`src/rtl/layer_compositor.sv`:
```
// Layer compositor: per-pixel priority resolve across stacked layers, then palette lookup, 2-cycle latency.
// Optional brightness fade on mask change is built when LAYER_COMPOSITOR_FADE_EN is defined.
module layer_compositor #(
    parameter int NUM_LAYERS      = 4,
    parameter int IDX_W           = 4,
    parameter int COLOR_W         = 8,
    parameter int TRANSPARENT_IDX = 0
) (
    input  logic                                          Clk,
    input  logic                                          Reset_n,
    input  logic                                          frame_start,
    input  logic                                          pix_valid,
    input  logic [NUM_LAYERS*IDX_W-1:0]                   idx_in,
    input  logic [NUM_LAYERS-1:0]                         layer_en_in,
    input  logic                                          pal_we,
    input  logic [((NUM_LAYERS > 1) ? $clog2(NUM_LAYERS) : 1)-1:0] pal_layer,
    input  logic [IDX_W-1:0]                              pal_addr,
    input  logic [3*COLOR_W-1:0]                          pal_data,
    output logic [COLOR_W-1:0]                            VGA_R,
    output logic [COLOR_W-1:0]                            VGA_G,
    output logic [COLOR_W-1:0]                            VGA_B,
    output logic                                          out_valid,
    output logic [((NUM_LAYERS > 1) ? $clog2(NUM_LAYERS) : 1)-1:0] out_layer,
    output logic                                          fade_busy
);

    localparam int LW = (NUM_LAYERS > 1) ? $clog2(NUM_LAYERS) : 1;
    localparam int CW = 3 * COLOR_W;
    localparam int AW = LW + IDX_W;

    logic [NUM_LAYERS-1:0] mask;
    logic [NUM_LAYERS-1:0] mask_eff;
    logic [LW-1:0]         win_layer;
    logic [IDX_W-1:0]      win_idx;
    logic                  found;
    logic                  s1_valid;
    logic [LW-1:0]         s1_layer;
    logic [IDX_W-1:0]      s1_idx;
    logic                  pal_ok;
    logic [CW-1:0]         pal_mem [2**AW];
    logic [CW-1:0]         rd;
    logic [CW-1:0]         shaded;

    always_ff @(posedge Clk or negedge Reset_n) begin
        if (!Reset_n) begin
            mask <= '1;
        end else if (frame_start) begin
            mask <= layer_en_in;
        end
    end

    // Background is forced on so that a fully transparent stack still resolves to it.
    assign mask_eff = mask | {1'b1, {(NUM_LAYERS-1){1'b0}}};

    always_comb begin
        win_layer = LW'(NUM_LAYERS - 1);
        win_idx   = idx_in[(NUM_LAYERS-1)*IDX_W +: IDX_W];
        found     = 1'b0;
        for (int k = 0; k < NUM_LAYERS - 1; k++) begin
            if (!found && mask_eff[k] && idx_in[k*IDX_W +: IDX_W] != IDX_W'(TRANSPARENT_IDX)) begin
                found     = 1'b1;
                win_layer = LW'(k);
                win_idx   = idx_in[k*IDX_W +: IDX_W];
            end
        end
    end

    always_ff @(posedge Clk or negedge Reset_n) begin
        if (!Reset_n) begin
            s1_valid <= 1'b0;
            s1_layer <= '0;
            s1_idx   <= '0;
        end else begin
            s1_valid <= pix_valid;
            s1_layer <= win_layer;
            s1_idx   <= win_idx;
        end
    end

    generate
        if ((2**LW) > NUM_LAYERS) begin : g_layer_chk
            assign pal_ok = (pal_layer < LW'(NUM_LAYERS));
        end else begin : g_layer_all
            assign pal_ok = 1'b1;
        end
    endgenerate

    // Palette RAM is not reset; reads see the value before a same-cycle write.
    always_ff @(posedge Clk) begin
        if (pal_we && pal_ok) begin
            pal_mem[{pal_layer, pal_addr}] <= pal_data;
        end
    end

    assign rd = pal_mem[{s1_layer, s1_idx}];

`ifdef LAYER_COMPOSITOR_FADE_EN
    logic [2:0]           fade_level;
    logic [3:0]           fade_mul;
    logic [COLOR_W+2:0]   prod [3];

    always_ff @(posedge Clk or negedge Reset_n) begin
        if (!Reset_n) begin
            fade_level <= 3'd7;
        end else if (frame_start) begin
            if (layer_en_in != mask) begin
                fade_level <= 3'd0;
            end else if (fade_level != 3'd7) begin
                fade_level <= fade_level + 3'd1;
            end
        end
    end

    assign fade_mul  = {1'b0, fade_level} + 4'd1;
    assign fade_busy = (fade_level != 3'd7);

    always_comb begin
        shaded = '0;
        for (int c = 0; c < 3; c++) begin
            prod[c] = (COLOR_W+3)'(rd[c*COLOR_W +: COLOR_W]) * (COLOR_W+3)'(fade_mul);
            shaded[c*COLOR_W +: COLOR_W] = COLOR_W'(prod[c] >> 3);
        end
    end
`else
    assign shaded    = rd;
    assign fade_busy = 1'b0;
`endif

    always_ff @(posedge Clk or negedge Reset_n) begin
        if (!Reset_n) begin
            VGA_R     <= '0;
            VGA_G     <= '0;
            VGA_B     <= '0;
            out_valid <= 1'b0;
            out_layer <= '0;
        end else begin
            out_valid <= s1_valid;
            if (s1_valid) begin
                VGA_R     <= shaded[2*COLOR_W +: COLOR_W];
                VGA_G     <= shaded[COLOR_W +: COLOR_W];
                VGA_B     <= shaded[0 +: COLOR_W];
                out_layer <= s1_layer;
            end else begin
                VGA_R     <= '0;
                VGA_G     <= '0;
                VGA_B     <= '0;
                out_layer <= '0;
            end
        end
    end

endmodule

```
`config.mk`:
```
export PLATFORM = sky130hd
export DESIGN_NAME = layer_compositor
export DESIGN_NICKNAME = d
export VERILOG_FILES = /design/src/rtl/layer_compositor.sv
export SDC_FILE = /design/constraint.sdc
export NUM_CORES = 1
export LEC_CHECK = 0
export CORE_MARGIN = 2
export CORE_UTILIZATION = 59
export DETAILED_ROUTE_END_ITERATION = 8
export GPL_ROUTABILITY_DRIVEN = 0
export PLACE_DENSITY_LB_ADDON = 0.08
export SLEW_MARGIN = 20
export SYNTH_ARGS = -nofsm -noshare
export SYNTH_HDL_FRONTEND = slang
export SYNTH_SLANG_ARGS = --single-unit
```
`constraint.sdc`:
```
create_clock -name Clk -period 6.5 [get_ports Clk]
set_input_delay 1.3 -clock Clk [delete_from_list [all_inputs] [get_ports Clk]]
set_output_delay 1.3 -clock Clk [all_outputs]
set_load 0.02 [all_outputs]
```
== Word level (Yosys, flattened, before mapping) ==
Memory sizes are Yosys's and may differ from the RTL's.
Index checks and enable logic that the tools add are counted.

* Register bits after elaboration: 37
* Latch bits: 0
* Bits in writable memories: 1,536
* Memory bits (read-only): 0
* Input port bits: 55
* Word-level logic and storage cells: 34
* Memories kept: 1

{| class="wikitable"
|+ Memory list
! name !! words !! bits a word !! rd ports !! clocked after memory_dff !! wr ports !! RTL line !! text
|-
| pal_mem || 64 || 24 || 1 || 0 || 1 || 40 || <nowiki>logic [CW-1:0] pal_mem [2**AW];</nowiki>
|}

* $add $sub $neg: 0
* Multiply operators: 0
* Divide/modulo/power cells: 0
* $lt $le $gt $ge: 0
* Equal/unequal tests: 0
* Shift operators: 0
* Multiplexer cells: 14
* Bitwise operators: 0
* Reduce and logical (&&, ||, !) cells: 10

{| class="wikitable"
|+ Operators with widths
! kind !! count
|-
| 8-bit 2-to-1 mux || 3
|-
| 4-bit 2-to-1 mux || 3
|-
| 4-bit nonzero test || 3
|-
| 2-bit 2-to-1 mux || 4
|-
| 1-bit logical AND || 5
|-
| 1-bit 2-to-1 mux || 4
|-
| 1-bit logical NOT || 2
|}

== Logic depth before layout (Yosys ltp) ==
Gate-level depths: netlist of the first run.

* Word-level depth: 11
* Depth in mapped cells: 10

== Worst setup path before layout of the first run ==
No wires, ideal clock.

* Kind: input to register
* Start: input port pal_addr[3]
* End: memory pal_mem[48][0] in the netlist's numbering (enable)
* Arrival time: 3.488 ns
* Setup slack: 2.577 ns
* Stages: 4
* Cells stage by stage: clkbuf_1 nor2b_1 nand4b_1 nor3_1

{| class="wikitable"
|+ RTL lines
! what !! RTL line !! text
|-
| start: declaration || 17 || <nowiki>input logic [IDX_W-1:0] pal_addr,</nowiki>
|-
| end: declaration || 40 ||
|}

No word-level cell before the write port.

== Worst setup path in the final report of the first run ==
* Start: register s1_idx[1]
* End: register VGA_B[5]

* Cells in the longest elaborated chain, start to end: 2

{| class="wikitable"
|+ Ends and longest elaborated chain
! what !! RTL line !! text
|-
| start: declaration || 38 || <nowiki>logic [IDX_W-1:0] s1_idx;</nowiki>
|-
| start signal: assignment || 76 || <nowiki>s1_idx <= win_idx;</nowiki>
|-
| memory read 64 x 24 bit || -- ||
|-
| 8-bit 2-to-1 mux || 138 || <nowiki>if (s1_valid) begin</nowiki>
|-
| end signal: assignment || 141 || <nowiki>VGA_B <= shaded[0 +: COLOR_W];</nowiki>
|-
| end: declaration || 21 || <nowiki>output logic [COLOR_W-1:0] VGA_B,</nowiki>
|}

No other way between the ends.
A chain may end at the register's enable or synchronous reset.

==> metrics.txt, run 1 <==
# TYPE chip_impl_metric gauge
chip_impl_metric{name="detail_route.first_pass.iterations",unit=""} 5
chip_impl_metric{name="min_period",unit="ps"} 3650
chip_impl_metric{name="final_net_count",unit=""} 2944
chip_impl_info{name="startpoint_type",value="flop"} 1
chip_impl_info{name="critical_path_class",value="flop to flop"} 1
chip_impl_metric{name="worstPathMaxFanout",unit=""} 94
chip_impl_metric{name="drc",unit=""} 0
chip_impl_metric{name="total_count_of_max_transition_violations_in_the_final_report",unit=""} 0
chip_impl_metric{name="die_height",unit="um"} 324
chip_impl_metric{name="fp.coreArea",unit="um^2"} 102000
chip_impl_metric{name="met2_usage",unit=""} 0.422
chip_impl_metric{name="crit_path_max_cell_delay",unit="ps"} 930
chip_impl_metric{name="final_global_route_overflow_total",unit=""} 0
chip_impl_info{name="grt_busiest_layer",value="met1"} 1
chip_impl_metric{name="fin_tns_setup",unit="ps"} 0
chip_impl_metric{name="synth-seq-area-share",unit=""} 0.780
chip_impl_metric{name="detail_route.wl_per_cell",unit="um"} 32.9
chip_impl_metric{name="syn_area",unit="um^2"} 60300
chip_impl_metric{name="synth_mux_area_frac",unit=""} 0.156
chip_impl_metric{name="design.portCount",unit=""} 83
chip_impl_info{name="synth_top_family_by_area",value="multiplexers"} 1
chip_impl_metric{name="clk_pin_slew_worst_paths",unit="ps"} 60
chip_impl_metric{name="initialDrtViolationCount",unit=""} 3506
chip_impl_metric{name="finalCritPeriodShare",unit=""} 0.561
chip_impl_metric{name="async_reset_ff_frac",unit=""} 0.0235
chip_impl_metric{name="fin_worst_skew",unit="ps"} 21.1
chip_impl_metric{name="final_critical_path_setup_slack",unit="ps"} 2850
chip_impl_metric{name="num_clock_sinks",unit=""} 1573
chip_impl_metric{name="synth.ff_latch_count",unit=""} 1573
chip_impl_metric{name="globalRouteMet1Util",unit=""} 0.424
chip_impl_metric{name="post_place_worst_slack",unit="ps"} 2430
chip_impl_info{name="unrepaired_setup_endpoints_after_global_routing",value="no"} 1
chip_impl_info{name="outcome",value="complete, no violations"} 1
chip_impl_metric{name="gr-usage-met3",unit=""} 0.0641
chip_impl_info{name="timing.critical_path.to_type",value="flop"} 1
chip_impl_metric{name="power.density",unit="nW/um^2"} 337
chip_impl_metric{name="detailedPlacementHpwl",unit="mm"} 81.3
chip_impl_metric{name="max-slew-margin-rel",unit=""} 0.265
chip_impl_metric{name="grt_pass1_vias",unit=""} 28500
chip_impl_metric{name="synth_area_per_cell",unit="um^2"} 22.4
chip_impl_metric{name="yosys_warnings",unit=""} 0
chip_impl_metric{name="compound_cell_area_share_of_the_yosys_netlist",unit=""} 0.0299
chip_impl_metric{name="starting_utilization_of_the_core_area",unit=""} 0.594
chip_impl_metric{name="floorplan.die.width",unit="um"} 324
chip_impl_info{name="path_cells",value="buf_12 -> buf_4 -> mux4_2 -> mux2_2 -> o22ai_1 -> nor4_1 -> a31o_1"} 1
chip_impl_metric{name="cts_hold_repair.buffers",unit=""} 0
chip_impl_metric{name="synth_cell_types",unit=""} 54
chip_impl_metric{name="detailed_place.area",unit="um^2"} 62800
chip_impl_metric{name="syn-instance-count",unit=""} 2689
chip_impl_metric{name="synth-adder-area-share",unit=""} 0
chip_impl_metric{name="syn_nets",unit=""} 2744
chip_impl_metric{name="power.ir.vdd_worst",unit="uV"} 226
chip_impl_metric{name="initial_antenna_violation_count",unit=""} 5
chip_impl_info{name="cts_tree",value="yes"} 1
chip_impl_metric{name="cts_inserted_buffers",unit=""} 156
chip_impl_metric{name="synth_simple_gate_area_frac",unit=""} 0.0180
chip_impl_info{name="postSynth.topFlopCell",value="sky130_fd_sc_hd__edfxtp_1"} 1
chip_impl_metric{name="maximum_number_of_pins_on_one_net_before_global_route_repair",unit=""} 95
chip_impl_info{name="layout_commonest_cell",value="sky130_fd_sc_hd__edfxtp_1"} 1
chip_impl_metric{name="p_leak",unit="uW"} 0.0215
chip_impl_info{name="slowest_stage",value="sky130_fd_sc_hd__dfrtp_4"} 1
chip_impl_info{name="hold_class",value="flop to flop"} 1
chip_impl_metric{name="worstSkewPairLatency",unit="ps"} 770
chip_impl_metric{name="placementRows",unit=""} 117
chip_impl_metric{name="detail_route.wirelength",unit="mm"} 144
chip_impl_metric{name="vias",unit=""} 29000
chip_impl_metric{name="cap_viol_max_count",unit=""} 0
chip_impl_metric{name="timing_limited_maximum_frequency",unit="GHz"} 0.274
chip_impl_metric{name="htree_levels",unit=""} 4
chip_impl_metric{name="timing.critical_path.buf_inv",unit=""} 2
chip_impl_metric{name="crit_arrival",unit="ps"} 4290
chip_impl_metric{name="post_cts_resize_count",unit=""} 0
chip_impl_metric{name="required_time_at_the_endpoint_of_the_critical_path",unit="ps"} 7140
chip_impl_metric{name="synth_edf_count",unit=""} 1536
chip_impl_metric{name="longest_clk_path_bufs",unit=""} 3
chip_impl_info{name="largest_delay_contributor_family_on_the_critical_path",value="flip-flops"} 1
chip_impl_metric{name="placement.io_buffers",unit=""} 80
chip_impl_metric{name="final_design_area_no_fill",unit="um^2"} 67900
chip_impl_metric{name="layout-area-overhead-vs-synth",unit="%"} 12.6
chip_impl_metric{name="total_power",unit="uW"} 22900
chip_impl_metric{name="grt_first_pass_wirelength",unit="mm"} 205
chip_impl_metric{name="layout-drive-gt1-share",unit=""} 0.284
chip_impl_metric{name="final_hold_viol_count",unit=""} 0
chip_impl_metric{name="setup_viol",unit=""} 0
chip_impl_metric{name="worst_slew_pin_slew",unit="ps"} 1100
chip_impl_metric{name="final_antenna_net_count",unit=""} 0
chip_impl_info{name="most-common-layout-cells",value="sky130_fd_sc_hd__edfxtp_1, sky130_fd_sc_hd__mux4_2, sky130_fd_sc_hd__clkbuf_16, sky130_fd_sc_hd__buf_4, sky130_fd_sc_hd__mux2i_1"} 1
chip_impl_metric{name="die_footprint",unit="um^2"} 105000
chip_impl_metric{name="global_route.usage.total",unit=""} 0.282
chip_impl_info{name="cts-root-buf",value="sky130_fd_sc_hd__clkbuf_16"} 1
chip_impl_metric{name="post_synth_xor_area_fraction",unit=""} 0
chip_impl_metric{name="cts.repair_timing.setup_buffer_count",unit=""} 0
chip_impl_metric{name="routed_via_density",unit=""} 6.61
-- layout make-up --
type                    count  area, um^2
diodes                      4        10.0
clock buffers             200        4280
clock inverters            80         762
fillers                  6503       33700
inverters                   2        7.51
multi-input cells         963       12500
flip-flops and latches   1573       47100
well taps                1368        1710
repair buffers            193        1610
-- through the flow --
stage | cells | utilization | hold slack (ps)
floorplan | 2689 | - | 388
global placement | 4099 | 0.619 | 599
detailed placement | 4099 | 0.619 | 602
CTS | 4379 | 0.668 | 620
global route | 4380 | 0.668 | 659
finish | 4383 | 0.668 | 620
-- cell families after synthesis --
| group | after synthesis |
|---|---|
| simple gates | 227 |
| buf+inv | 153 |
| flops | 1573 |
| other cells | 1 |
| mux | 500 |
| compound gates | 235 |
-- sequential cells by signal, summed over array words and instances, names as in the netlist --
signal     count
out_layer      2
VGA_B          8
VGA_R          8
out_valid      1
s1_layer       2
pal_mem     1536
mask           3
s1_idx         4
s1_valid       1
VGA_G          8
-- power by group --
group | leakage (uW) | total (uW) | switching, uW | internal, uW
logic | 0.00473 | 2640 | 1550 | 1090
registers | 0.0143 | 11400 | 117 | 11200
clock network | 0.00248 | 8850 | 3660 | 5200
total | 0.0215 | 22900 | 5320 | 17500
-- worst paths after layout --
kind	start	end	slack, ps	cells past startpoint
min in group asynchronous	Reset_n	VGA_B[1]	680	2
worst min-delay path	mask[0]	s1_idx[0]	620	2
worst max register to register	s1_idx[1]	VGA_B[5]	2850	7
worst max-delay path	s1_idx[1]	VGA_B[5]	2850	7
max in group asynchronous	Reset_n	s1_idx[2]	5220	2
worst min register to register	mask[0]	s1_idx[0]	620	2
-- Yosys cell counts, types with 3 or more instances --
cell | n | area (um^2)
sky130_fd_sc_hd__a211oi_1 | 20 | 150
sky130_fd_sc_hd__a21oi_1 | 27 | 135
sky130_fd_sc_hd__a221oi_1 | 26 | 228
sky130_fd_sc_hd__a221oi_2 | 10 | 150
sky130_fd_sc_hd__a22o_1 | 7 | 61.3
sky130_fd_sc_hd__a22oi_1 | 6 | 45.0
sky130_fd_sc_hd__a32o_1 | 4 | 40.0
sky130_fd_sc_hd__and2_1 | 4 | 25.0
sky130_fd_sc_hd__and3_1 | 12 | 75.1
sky130_fd_sc_hd__buf_1 | 5 | 18.8
sky130_fd_sc_hd__buf_2 | 29 | 145
sky130_fd_sc_hd__buf_4 | 35 | 263
sky130_fd_sc_hd__buf_6 | 24 | 270
sky130_fd_sc_hd__buf_8 | 3 | 45.0
sky130_fd_sc_hd__clkbuf_1 | 52 | 195
sky130_fd_sc_hd__dfrtp_1 | 34 | 851
sky130_fd_sc_hd__dfstp_2 | 3 | 78.8
sky130_fd_sc_hd__edfxtp_1 | 1536 | 46100
sky130_fd_sc_hd__mux2_1 | 8 | 90.1
sky130_fd_sc_hd__mux2_2 | 48 | 541
sky130_fd_sc_hd__mux2i_1 | 99 | 991
sky130_fd_sc_hd__mux4_2 | 345 | 7770
sky130_fd_sc_hd__nand2_1 | 44 | 165
sky130_fd_sc_hd__nand2b_1 | 12 | 75.1
sky130_fd_sc_hd__nand3_1 | 9 | 45.0
sky130_fd_sc_hd__nand4_1 | 3 | 18.8
sky130_fd_sc_hd__nor2_1 | 93 | 349
sky130_fd_sc_hd__nor2b_1 | 22 | 138
sky130_fd_sc_hd__nor3_1 | 3 | 15.0
sky130_fd_sc_hd__nor4_1 | 3 | 18.8
sky130_fd_sc_hd__o21ai_0 | 23 | 115
sky130_fd_sc_hd__o21ai_1 | 14 | 70.1
sky130_fd_sc_hd__o221ai_1 | 17 | 149
sky130_fd_sc_hd__o22a_1 | 3 | 26.3
sky130_fd_sc_hd__o22ai_1 | 58 | 363
sky130_fd_sc_hd__o41ai_2 | 13 | 211
sky130_fd_sc_hd__or3_1 | 3 | 18.8
sky130_fd_sc_hd__or4_1 | 13 | 97.6
-- tightest hold or removal path, cell delays in order, from the launching register on --
cell and delay [ps]:
sky130_fd_sc_hd__dfstp_2 400, sky130_fd_sc_hd__nand2_1 70, sky130_fd_sc_hd__o211ai_1 100
-- routing by layer --
| layer | up-vias | part of all wire |
|---|---|---|
| li1 | 11800 | - |
| met1 | 15500 | 0.41 |
| met2 | 1437 | 0.47 |
| met3 | 199 | 0.097 |
| met4 | 2 | 0.026 |
| met5 | - | 0.00014 |
No activity file was read; power rests on OpenSTA's default activity.
==> run 2: changes to the inputs <==
--- a/config.mk
+++ b/config.mk
@@ -6,7 +6,7 @@
 export NUM_CORES = 1
 export LEC_CHECK = 0
 export CORE_MARGIN = 2
-export CORE_UTILIZATION = 59
+export CORE_UTILIZATION = 56
 export DETAILED_ROUTE_END_ITERATION = 8
 export GPL_ROUTABILITY_DRIVEN = 0
 export PLACE_DENSITY_LB_ADDON = 0.08
==> constraint.sdc (replaced) <==
create_clock -name Clk -period 3.1 [get_ports Clk]
set_input_delay 0.62 -clock Clk [delete_from_list [all_inputs] [get_ports Clk]]
set_output_delay 0.62 -clock Clk [all_outputs]
set_load 0.02 [all_outputs]
==> metrics.txt, run 2 (synthesis results as in run 1) <==
# TYPE chip_impl_metric gauge
chip_impl_metric{name="timing_limited_maximum_frequency",unit="GHz"} 0.351
chip_impl_metric{name="initialDrtViolationCount",unit=""} 3563
chip_impl_metric{name="grt_pass1_vias",unit=""} 29600
chip_impl_info{name="hold_class",value="primary input to flop"} 1
chip_impl_metric{name="floorplan.die.width",unit="um"} 332
chip_impl_info{name="timing.critical_path.to_type",value="flop"} 1
chip_impl_metric{name="fp.coreArea",unit="um^2"} 107000
chip_impl_metric{name="finalCritPeriodShare",unit=""} 0.918
chip_impl_info{name="layout_commonest_cell",value="sky130_fd_sc_hd__edfxtp_1"} 1
chip_impl_info{name="largest_register",value="pal_mem"} 1
chip_impl_metric{name="vias",unit=""} 29700
chip_impl_metric{name="final_hold_viol_count",unit=""} 0
chip_impl_metric{name="detail_route.wirelength",unit="mm"} 152
chip_impl_metric{name="final_global_route_overflow_total",unit=""} 0
chip_impl_metric{name="die_footprint",unit="um^2"} 110000
chip_impl_info{name="critical_path_class",value="flop to flop"} 1
chip_impl_metric{name="drc",unit=""} 0
chip_impl_metric{name="cts.repair_timing.setup_buffer_count",unit=""} 0
chip_impl_metric{name="detailedPlacementHpwl",unit="mm"} 94.3
chip_impl_metric{name="starting_utilization_of_the_core_area",unit=""} 0.564
chip_impl_metric{name="clk_pin_slew_worst_paths",unit="ps"} 60
chip_impl_metric{name="fill_cell_total_of_the_finished_layout",unit=""} 6922
chip_impl_info{name="cts_tree",value="yes"} 1
chip_impl_metric{name="final_design_area_no_fill",unit="um^2"} 70300
chip_impl_metric{name="largest_register_ff_count",unit=""} 1536
chip_impl_metric{name="fin_worst_skew",unit="ps"} 27.7
chip_impl_metric{name="worstPathMaxFanout",unit=""} 33
chip_impl_metric{name="worst_slew_pin_slew",unit="ps"} 906
chip_impl_metric{name="p_leak",unit="uW"} 0.0226
chip_impl_info{name="unrepaired_setup_endpoints_after_global_routing",value="no"} 1
chip_impl_metric{name="detail_route.wl_per_cell",unit="um"} 33.2
chip_impl_metric{name="die_height",unit="um"} 332
chip_impl_metric{name="initial_antenna_violation_count",unit=""} 6
chip_impl_metric{name="total_power",unit="uW"} 48600
chip_impl_metric{name="num_clock_sinks",unit=""} 1573
chip_impl_info{name="outcome",value="complete, no violations"} 1
chip_impl_metric{name="cap_viol_max_count",unit=""} 0
chip_impl_metric{name="post_cts_resize_count",unit=""} 0
chip_impl_metric{name="worstSkewPairLatency",unit="ps"} 750
chip_impl_metric{name="grt_first_pass_wirelength",unit="mm"} 215
chip_impl_metric{name="hold_depth",unit=""} 1
chip_impl_metric{name="max-slew-margin-rel",unit=""} 0.396
chip_impl_metric{name="detail_route.first_pass.iterations",unit=""} 5
chip_impl_info{name="cts-root-buf",value="sky130_fd_sc_hd__clkbuf_16"} 1
chip_impl_metric{name="longest_clk_path_bufs",unit=""} 3
chip_impl_metric{name="power.ir.vdd_worst",unit="uV"} 527
chip_impl_metric{name="min_period",unit="ps"} 2850
chip_impl_metric{name="design.portCount",unit=""} 83
chip_impl_info{name="most-common-layout-cells",value="sky130_fd_sc_hd__edfxtp_1, sky130_fd_sc_hd__mux4_2, sky130_fd_sc_hd__buf_4, sky130_fd_sc_hd__clkbuf_16, sky130_fd_sc_hd__buf_12"} 1
chip_impl_metric{name="cts_inserted_buffers",unit=""} 156
chip_impl_metric{name="fin_tns_setup",unit="ps"} 0
chip_impl_metric{name="global_route.usage.total",unit=""} 0.279
chip_impl_metric{name="routed_via_density",unit=""} 6.47
chip_impl_metric{name="r2r.worst_path.cells",unit=""} 7
chip_impl_metric{name="power.density",unit="nW/um^2"} 691
chip_impl_metric{name="layout-drive-gt1-share",unit=""} 0.315
chip_impl_info{name="startpoint_type",value="flop"} 1
chip_impl_metric{name="final_net_count",unit=""} 3108
chip_impl_metric{name="maximum_number_of_pins_on_one_net_before_global_route_repair",unit=""} 65
chip_impl_metric{name="required_time_at_the_endpoint_of_the_critical_path",unit="ps"} 3700
chip_impl_metric{name="final_antenna_net_count",unit=""} 0
chip_impl_metric{name="detailed_place.area",unit="um^2"} 65300
chip_impl_metric{name="placement.io_buffers",unit=""} 80
chip_impl_metric{name="total_count_of_max_transition_violations_in_the_final_report",unit=""} 0
chip_impl_metric{name="placementRows",unit=""} 120
chip_impl_metric{name="crit_arrival",unit="ps"} 3440
chip_impl_metric{name="htree_levels",unit=""} 4
chip_impl_metric{name="setup_viol",unit=""} 0
chip_impl_metric{name="layout-area-overhead-vs-synth",unit="%"} 16.6
-- run 2: changes by cell type in the layout (fill, tap and decap cells not counted), moves of 2 or more --
cell / before / now
sky130_fd_sc_hd__buf_2: 19 / 25
sky130_fd_sc_hd__clkbuf_1: 32 / 36
sky130_fd_sc_hd__nor3_2: 2 / 0
sky130_fd_sc_hd__clkinv_1: 24 / 40
sky130_fd_sc_hd__buf_4: 113 / 176
sky130_fd_sc_hd__clkinvlp_4: 4 / 1
sky130_fd_sc_hd__buf_12: 6 / 100
sky130_fd_sc_hd__clkinv_2: 33 / 20
sky130_fd_sc_hd__nor3_4: 0 / 2
-- run 2: where the power goes --
part | internal (uW) | switching, uW | total (uW)
Clock | 10800 | 7660 | 18500
Combinational | 2800 | 3540 | 6340
Sequential | 23600 | 180 | 23800
-- run 2: routing by layer --
layer | vias up | global-route usage | wire length [um]
met1 | 15900 | 0.422 | 64000
li1 | 12200 | - | -
met4 | 4 | 0.0920 | 4730
met5 | - | 0 | 27
met3 | 238 | 0.0587 | 13700
met2 | 1366 | 0.412 | 69700
-- run 2: worst paths after layout --
check,end,start,slack (ps)
min in group asynchronous,VGA_R[7],Reset_n,390
max reg2reg,VGA_B[3],s1_idx[2],250
max in group asynchronous,s1_idx[2],Reset_n,1750
min,pal_mem[53][3],pal_data[3],150
max,VGA_B[3],s1_idx[2],250
min reg2reg,s1_idx[0],mask[1],620
-- run 2: final cells by class --
class | count | area [um^2] | share of cell area
Antenna cell | 5 | 12.5 | 0.000178
Clock buffer | 202 | 4260 | 0.0605
Clock inverter | 81 | 751 | 0.0107
Inverter | 2 | 7.51 | 0.000107
Multi-Input combinational cell | 963 | 12500 | 0.177
Sequential cell | 1573 | 47100 | 0.669
Tap cell | 1403 | 1760 | 0.0250
Timing Repair Buffer | 357 | 4010 | 0.0570
-- run 2: metrics by stage --
| step | hold WS [ps] | cells | util | worst slack [ps] |
|---|---|---|---|---|
| after detailed placement | 602 | 4297 | 0.611 | 286 |
| after CTS | 120 | 4581 | 0.658 | 283 |
| after global placement | 598 | 4297 | 0.611 | 312 |
| after floorplan | 324 | 2689 | - | 185 |
| after global routing | 143 | 4582 | 0.658 | 151 |
| final | 154 | 4586 | 0.658 | 254 |
-- run 2: timing repair --
action	in CTS	in global routing
hold endpoints to repair	12	0
hold buffers	1	0
endpoints found under the setup margin	0	0
-- run 2: worst max-delay path, cell delays in order, from the launching register on --
cell and delay [ps]:
sky130_fd_sc_hd__dfrtp_4 870, sky130_fd_sc_hd__buf_4 350, sky130_fd_sc_hd__and2_2 240, sky130_fd_sc_hd__buf_12 200, sky130_fd_sc_hd__a221oi_1 100, sky130_fd_sc_hd__o21ai_1 260, sky130_fd_sc_hd__nand2_1 270, sky130_fd_sc_hd__a22o_1 350
